==> config.mk <==
export PLATFORM = sky130hd
export DESIGN_NAME = lucas_seq_gen
export DESIGN_NICKNAME = d
export VERILOG_FILES = /design/src/rtl/lucas_seq_gen.sv
export SDC_FILE = /design/constraint.sdc
export NUM_CORES = 1
export LEC_CHECK = 0
export BUFFER_PORTS_ARGS = -buffer_cell sky130_fd_sc_hd__buf_4
export CAP_MARGIN = 20
export CORE_MARGIN = 3
export CORE_UTILIZATION = 40
export CTS_CLUSTER_DIAMETER = 100
export DETAILED_ROUTE_END_ITERATION = 6
export GPL_TIMING_DRIVEN = 0
export PLACE_DENSITY_LB_ADDON = 0.15
export RECOVER_POWER = 25
export SLEW_MARGIN = 25
export SYNTH_ARGS = -nofsm -noshare
export SYNTH_HDL_FRONTEND = slang
export SYNTH_SLANG_ARGS = --single-unit
==> constraint.sdc <==
create_clock -name clk -period 6.6 [get_ports clk]
set_input_delay 0.66 -clock clk [delete_from_list [all_inputs] [get_ports clk]]
set_output_delay 0.66 -clock clk [all_outputs]
set_load 0.005 [all_outputs]
==> src/rtl/lucas_seq_gen.sv <==
// Second-order recurrence generator a(n+2) = P*a(n+1) + Q*a(n), streamed on a
// valid/ready port until the next term would exceed N bits or the index caps.
module lucas_seq_gen #(
  parameter int N    = 13,
  parameter int CW   = 2,
  parameter int IDXW = 6
) (
  input  logic            clk,
  input  logic            reset,
  input  logic            start,
  input  logic [CW-1:0]   p,
  input  logic [CW-1:0]   q,
  input  logic [N-1:0]    seed0,
  input  logic [N-1:0]    seed1,
  input  logic            out_ready,
  output logic            out_valid,
  output logic [N-1:0]    out_data,
  output logic [IDXW-1:0] out_idx,
  output logic            out_last,
  output logic            busy,
  output logic            done
);

  localparam int WW = N + CW + 1;
  localparam logic [WW-1:0]   MAX     = {{(CW+1){1'b0}}, {N{1'b1}}};
  localparam logic [IDXW-1:0] IDX_CAP = '1;

  typedef enum logic [1:0] {IDLE, RUN, DONE} state_t;

  state_t          state, state_nx;
  logic [CW-1:0]   p_r, q_r;
  logic [N-1:0]    term, next;
  logic            next_ovf;
  logic [IDXW-1:0] idx;
  logic [WW-1:0]   nxt2;
  logic            last, fire, load;

  // Wide enough that P*next + Q*term can never wrap, so overflow is a plain compare.
  always_comb begin
    nxt2 = WW'(p_r) * WW'(next) + WW'(q_r) * WW'(term);
  end

  assign last     = next_ovf || (idx == IDX_CAP);
  assign fire     = (state == RUN) && out_ready;
  assign out_data = term;
  assign out_idx  = idx;

  always_comb begin
    state_nx  = state;
    out_valid = 1'b0;
    out_last  = 1'b0;
    busy      = 1'b0;
    done      = 1'b0;
    load      = 1'b0;
    case (state)
      IDLE: begin
        if (start) begin
          load     = 1'b1;
          state_nx = RUN;
        end
      end
      RUN: begin
        out_valid = 1'b1;
        busy      = 1'b1;
        out_last  = last;
        if (fire && last) state_nx = DONE;
      end
      DONE: begin
        done = 1'b1;
        if (start) begin
          load     = 1'b1;
          state_nx = RUN;
        end
      end
      default: state_nx = IDLE;
    endcase
  end

  always_ff @(posedge clk) begin
    if (reset) begin
      state    <= IDLE;
      p_r      <= '0;
      q_r      <= '0;
      term     <= '0;
      next     <= '0;
      next_ovf <= 1'b0;
      idx      <= '0;
    end else begin
      state <= state_nx;
      if (load) begin
        p_r      <= p;
        q_r      <= q;
        term     <= seed0;
        next     <= seed1;
        next_ovf <= 1'b0;
        idx      <= '0;
      end else if (fire && !last) begin
        term     <= next;
        idx      <= idx + 1'b1;
        next     <= nxt2[N-1:0];
        next_ovf <= (nxt2 > MAX);
      end
    end
  end

endmodule

# After elaboration in Yosys (flattened, before gate mapping)
# Index checks and enable logic that the tools add are counted.
totals:
  ff_bits: 39
  input_bits: 34
  out_inout_bits: 23
  wordCells: 39
classes:
  add_sub_neg: 2
  multipliers: 2
  order_cmp: 1
  eq_ne: 5
  n_mux: 12
  reduce_logical: 10
op_table:
  columns: ["cell", "count"]
  rows:
  - ["$mux W13", 4]
  - ["$mul A2 B13 Y15", 2]
  - ["$add A15 B15 Y16", 1]
  - ["$gt A16 B13 Y1 const B", 1]
  - ["$add A6 B1 Y6 const B", 1]
  - ["$eq A6 B6 Y1 const B", 1]
  - ["$mux W1", 5]
  - ["$mux W2", 2]
  - ["$ne A2 B1 Y1 const B", 2]
  - ["$pmux W2 S2", 1]
  - ["$reduce_or A2 Y1", 2]
  - ["$logic_and A1 B1 Y1", 3]
  - ["$eq A2 B1 Y1 const B", 1]
  - ["$eq A2 B2 Y1 const B", 1]
  - ["$logic_not A2 Y1", 1]
  - ["$reduce_and A2 Y1", 1]
  - ["$reduce_bool A2 Y1", 1]
  - ["$logic_not A1 Y1", 1]
  - ["$logic_or A1 B1 Y1", 1]

# Longest topological paths before layout
# Gate-level depths: netlist of the first run.
depth:
  ltp_word: 6
  depth_mapped: 14
  mapped_depth_nobuf: 13

# Least setup slack after synthesis of the first run
# No wires, ideal clock.
synth_path:
  path_type: "reg2reg"
  startpoint: "reg q_r[1]"
  endpoint: "reg next_ovf"
  setup_ns: 0.074
  arrival_ns: 3.423
  required_time_ns: 6.526
  path_slack_ns: 3.103
  path_stages_with_launch: 13
  path_buffers: 1
  period_less_slack_ns: 3.497
  path_cell_list: "dfxtp_1 clkbuf_1 and2_1 fa_1 fa_1 inv_1 fa_1 and2b_1 o31a_4 o2111a_1 nor2_1 or4b_1 a31oi_1"
synth_via:
  elab_chain_len: 3
synth_rtl:
  columns: ["item", "line_no", "rtl"]
  rows:
  - ["start: declaration", "31", "logic [CW-1:0] p_r, q_r;"]
  - ["start signal: assignment", "92", "q_r <= q;"]
  - ["$mul A2 B13 Y15", "40", "nxt2 = WW'(p_r) * WW'(next) + WW'(q_r) * WW'(term);"]
  - ["$add A15 B15 Y16", "40", null]
  - ["$gt A16 B13 Y1", "101", "next_ovf <= (nxt2 > MAX);"]
  - ["end signal: assignment", "101", null]
  - ["end: declaration", "33", "logic next_ovf;"]
# Every way passes these cells.
# A chain may end at the register's enable or synchronous reset.

# Worst setup path in the final report of the first run
# Same ends and word-level chain as after synthesis.

==> impl_metrics.ini, run 1 <==
[run_status]
outcome = finished, final reports clean

[floorplanning]
ios = 57
initial_core_util = 0.420
die_w_um = 97.0
dieArea_um2 = 9410
die_y_um = 97.0
coreArea_um2 = 7890
row_count = 32

[critical_path]
worstPathArrival_ns = 4.35
path_class = reg2reg
crit_family = adder cells
path_buf_inv = 2
worstPathMaxFanout = 10
crit_path_max_incr_delay_ns = 0.59
crit_path_top_delay_cell = fa_1
cp_cell_sequence = clkbuf_1, and2_1, fa_1, fa_1, inv_1, fa_1, and2b_1, o31a_4, o2111a_1, nor2_1, or4b_1, a31oi_1
cpMostUsedCell = fa_1
crit_path_start_kind = flop
critPathRequiredTime_ns = 6.83
end_kind = flop

[placement]
place_inst = 571
hpwlAfterDp_mm = 6.72
numPortBuffers = 55
place_congestion = 0.841

[synthesis]
synthCells = 414
ys_warn_count = 0
avgSynthCellArea_um2 = 8.00
synthFlopType = dfxtp_1
synth_edf_count = 0
synthArstFlopShare = 0
synth_top_area_cell = dfxtp_1
synth-seq-cells = 39
ys_top_cells_by_area = dfxtp_1 24%, fa_1 15%, nand2_1 8.6%, ha_1 7.2%, and2_1 6.2%
synth_cell_types = 55
synth_fp_nets = 492
synth_top_area_share = 0.236
netlist_area_um2 = 3310
seq_area_frac_synth = 0.236

[power]
intPower_mw = 0.461
switchingPower_mw = 0.183
switching_share = 0.284
clockPowerShare = 0.379
p_seq_frac = 0.419
peakVddDrop_v = 0.0000816
p_leak_nw = 1.85
pwr_density_cell_nw_per_um2 = 162
combPwrFrac = 0.201

[clock_network]
ctsResizeCount = 0
cts_tree = built
numCtsBuffers = 5
clkTransAtPathRegs_ns = 0.08
clk_latency_ns = 0.30
cts_buffer_depth = 2
htree_num_levels = 2
hold_buffers = 0
cts_root_buf = clkbuf_8
cts.sinks = 39
postCtsSetupRepairBufs = 0

[timing]
fin_worst_skew_ns = 0.00665
hold_violations = 0
fin_tns_setup_ns = 0
fmax_ghz = 0.243
setup_viol = 0
relSlewSlack = 0.548
rsz0062_at_grt = false
tightestPinTransition_ns = 0.678
maxSlewViolCount = 0
finalCriticalPeriod_ns = 4.11
fin_crit_sh = 0.623

[global_route]
grt.total_usage = 0.192
grt_pass1_wl_mm = 14.9
grt_max_degree = 13
grt_antenna_before_repair = 0
first_global_vias = 2923
grt_overflow = 0

[detailed_routing]
vias_per_cell = 5.22
dr.pass1.iters = 4
first_iter_violations = 163
wl_per_cell_um = 15.4
drt_wl_total_mm = 8.94
route.detailed.drc = 0
ant_nets = 0
via_count = 3024

[min_path]
min_path_type = reg2reg

[job]
drv_cap = 0

[cells_and_area]
fill_cells = 801
diodes = 0
area_growth_pct = 19.6
stdcell_count = 579
layout-drive-gt1-share = 0.157
fin_nets = 554
==> cell usage after synthesis, types with 4 or more instances <==
master,instances
fa_1,25
nand2_1,76
dfxtp_1,39
o21ai_0,12
inv_1,45
a21oi_1,22
a311oi_1,16
and2_1,33
a211oi_1,4
buf_4,4
nor2_1,34
xor2_1,7
clkbuf_1,12
ha_1,19
nor2b_1,5
nor3_1,4
o211ai_1,4
==> sequential cells by signal, indices dropped and copies added, names as in the netlist <==
register / count
next: 13
q_r: 2
state: 2
p_r: 2
next_ovf: 1
out_idx: 6
out_data: 13
==> placed cells by master, fill, tap and decap left out, types with 5 or more instances in the layout <==
cell type,instances
inv_1,45
a21oi_1,22
clkbuf_8,5
nand2_1,76
ha_1,19
o21ai_0,13
and2_1,33
buf_4,47
nor2_1,34
clkbuf_1,14
nor2b_1,5
clkbuf_4,12
xor2_1,7
dfxtp_1,39
a311oi_1,16
fa_1,25
==> routing by layer <==
layer  vias up  GRT usage  routed length, um
met4         0     0.0421                131
li1       1514          -                  -
met2        77      0.295               3790
met5         -          0                  0
met1      1420      0.282               4530
met3        13     0.0324                490
==> final cells by class <==
class	count	area [um^2]	area share
Multi-Input combinational cell	310	2240	0.565
Buffer	20	100	0.0253
Clock buffer	6	72.6	0.0183
Tap cell	102	128	0.0322
Clock inverter	2	60.1	0.0152
Sequential cell	39	781	0.197
Inverter	45	169	0.0426
Timing Repair Buffer	55	413	0.104
==> worst register-to-register path: cells and delay by family, from the launching register on <==
family,cells,cell delay [ns]
buffers and inverters,2,0.51
DFF,1,0.49
AOI/OAI and AO/OA,3,0.59
adders and majority gates,3,1.43
and+or+nand+nor,4,1.04
==> path summary, 6_finish.rpt <==
| check | from | to | slack [ns] | depth (start not counted) |
|---|---|---|---|---|
| setup / recovery | q_r[1] | next_ovf | 2.49 | 12 |
| setup reg to reg | q_r[1] | next_ovf | 2.49 | 12 |
| hold / removal | out_data[8] | out_data[8] | 0.51 | 2 |
| hold reg to reg | out_data[8] | out_data[8] | 0.51 | 2 |
==> logic make-up (layout without fill, tap and decap cells) <==
logic type | Yosys count | in the layout | synth area share
adders and majority gates | 44 | 44 | 0.223
buffers and inverters | 65 | 128 | 0.0835
muxes | 1 | 1 | 0.00302
xor gates and xnor gates | 10 | 10 | 0.0264
DFF | 39 | 39 | 0.236
and+or+nand+nor | 173 | 173 | 0.250
AOI/OAI and AO/OA | 82 | 82 | 0.179
==> through the flow <==
stage          cell area (um^2)  hold slack, ns  total power, mW   util  setup slack (ns)
2_1_floorplan              3310           0.460            0.348      -              3.10
3_3_place_gp               3850           0.495            0.405  0.489              2.54
3_5_place_dp               3850           0.499            0.407  0.489              2.54
4_1_cts                    3990           0.513            0.655  0.505              2.48
5_1_grt                    3960           0.533            0.677  0.503              2.28
6_report                   3960           0.513            0.644  0.503              2.49
==> power groups by stage <==
stage                     registers [mW]  logic (mW)  clock network, mW
after floorplan                    0.269      0.0787                  0
after global placement             0.275       0.130                  0
after detailed placement           0.275       0.131                  0
after CTS                          0.270       0.132              0.252
after global routing               0.273       0.147              0.258
final                              0.270       0.130              0.244
No activity file was read; power rests on OpenSTA's default activity.
==> run 2: changes to the inputs <==
clock period = 4.15 ns   (was 6.6 ns; I/O delays follow)
==> run 2 against run 1 <==
  * Clock-buffer cell count did not move
  * Worst setup slack got worse by 2.3 ns
  * Core utilization rose by 0.30 points
  * Sequential share of layout area fell by 0.12 points
  * Cell count did not move
  * Hold slack got worse by 0.19 ns
  * Clock power rose by 59%
  * Clock skew barely moved
==> impl_metrics.ini, run 2 (synthesis gave the netlist of run 1 again) <==
[run_status]
outcome = finished, final reports clean

[power]
switching_share = 0.285
intPower_mw = 0.734
p_leak_nw = 1.86
combPwrFrac = 0.202
switchingPower_mw = 0.292
p_seq_frac = 0.419
clockPowerShare = 0.379
pwr_density_cell_nw_per_um2 = 257
peakVddDrop_v = 0.000130
total_power_mw = 1.03

[floorplanning]
row_count = 32
dieArea_um2 = 9410
die_w_um = 97.0
ios = 57
die_y_um = 97.0
initial_core_util = 0.420
coreArea_um2 = 7890

[cells_and_area]
fin_nets = 554
multiInputGateArea_um2 = 2260
final_cell_mix = 76 x nand2_1, 45 x inv_1, 44 x buf_4
layout-drive-gt1-share = 0.164
final_common_cell = nand2_1
postLayoutCellArea_um2 = 3990
seq_area_um2 = 781
diodes = 0
area_growth_pct = 20.4
fill_cells = 799
final_util = 0.506

[timing]
tightestPinTransition_ns = 0.677
fmax_ghz = 0.254
setup_viol = 0
fin_worst_skew_ns = 0.00675
fin_crit_sh = 0.950
hold_violations = 0
relSlewSlack = 0.548
finalWorstSetupSlack_ns = 0.206
maxSlewViolCount = 0
finalCriticalPeriod_ns = 3.94
fin_tns_setup_ns = 0
rsz0062_at_grt = false

[placement]
pre_cts_ws_ns = 0.0872
numPortBuffers = 55
hpwlAfterDp_mm = 6.72
place_congestion = 0.841
placed_area_um2 = 3850

[global_route]
grt_overflow = 0
grt.total_usage = 0.192
first_global_vias = 2923
grt_max_degree = 13
grt_antenna_before_repair = 0
grt_pass1_wl_mm = 14.9

[critical_path]
worstReg2RegStart = q_r[1]
cpMostUsedCell = fa_1
crit_path_start_kind = flop
rr_worst_depth = 12
cp_cell_sequence = clkbuf_2, and2_1, fa_1, fa_1, inv_1, fa_1, and2b_1, o31a_4, o2111a_1, nor2_1, or4b_1, a31oi_1
critPathRequiredTime_ns = 4.38
worstPathArrival_ns = 4.18
r2r_slack_ns = 0.21
end_kind = flop
crit_path_max_incr_delay_ns = 0.59
crit_path_top_delay_cell = fa_1
path_class = reg2reg
setup.worst_path.start = q_r[1]
worstPathMaxFanout = 10

[min_path]
min_from = reset
hold_path_depth = 2
min_path_type = in2reg

[clock_network]
numCtsBuffers = 5
cts_tree = built
hold_buffers = 0
cts.sinks = 39
htree_num_levels = 2
ctsResizeCount = 0
cts_buffer_depth = 2
cts_root_buf = clkbuf_8
clkTransAtPathRegs_ns = 0.08
postCtsSetupRepairBufs = 0
clk_latency_ns = 0.30

[detailed_routing]
dr.pass1.iters = 4
via_count = 3017
drt_wl_total_mm = 8.90
vias_per_cell = 5.21
route.detailed.drc = 0
first_iter_violations = 169
wl_per_cell_um = 15.4
ant_nets = 0

[job]
drv_cap = 0
## run 2: cell types whose count changed in the layout (fill, tap and decap cells not counted), sizes merged
cell    delta
clkbuf     +2
buf        -2
## run 2: area by class of cell
cell class,instances,share of cell area
well taps,102,0.0320
clock inverters,2,0.0151
clock buffers,6,0.0182
plain buffers,20,0.0273
repair buffers,55,0.104
inverters,45,0.0424
multi-input cells,310,0.566
flip-flops and latches,39,0.196
## run 2: worst paths after layout
check	end
hold reg to reg	out_data[1]
hold / removal	next[4]
setup reg to reg	next_ovf
setup / recovery	next_ovf
## run 2: power by group through the flow
stage	logic, mW	clock network, mW	registers, mW
final	0.208	0.389	0.430
after global routing	0.235	0.410	0.434
after CTS	0.210	0.401	0.429
after detailed placement	0.209	0	0.438
after global placement	0.207	0	0.437
after floorplan	0.125	0	0.428
## run 2: worst max-delay path: cells and delay by family, from the launching register on
kind            cells  cell delay (ns)
flops               1             0.49
fa+ha+maj           3             1.43
simple gates        4             1.00
compound gates      3             0.58
buf+inv             2             0.38
## run 2: stage by stage
step / hold WS, ns / std cells
2_1_floorplan: 0.460 / 414
3_3_place_gp: 0.495 / 571
3_5_place_dp: 0.499 / 571
4_1_cts: 0.315 / 579
5_1_grt: 0.327 / 579
6_report: 0.324 / 579
## run 2: layer usage
metal / share of wire / vias to the layer above / GRT usage
met5: 0 / - / 0
met3: 0.056 / 12 / 0.0324
li1: - / 1512 / -
met1: 0.50 / 1418 / 0.282
met4: 0.015 / 0 / 0.0421
met2: 0.43 / 75 / 0.295
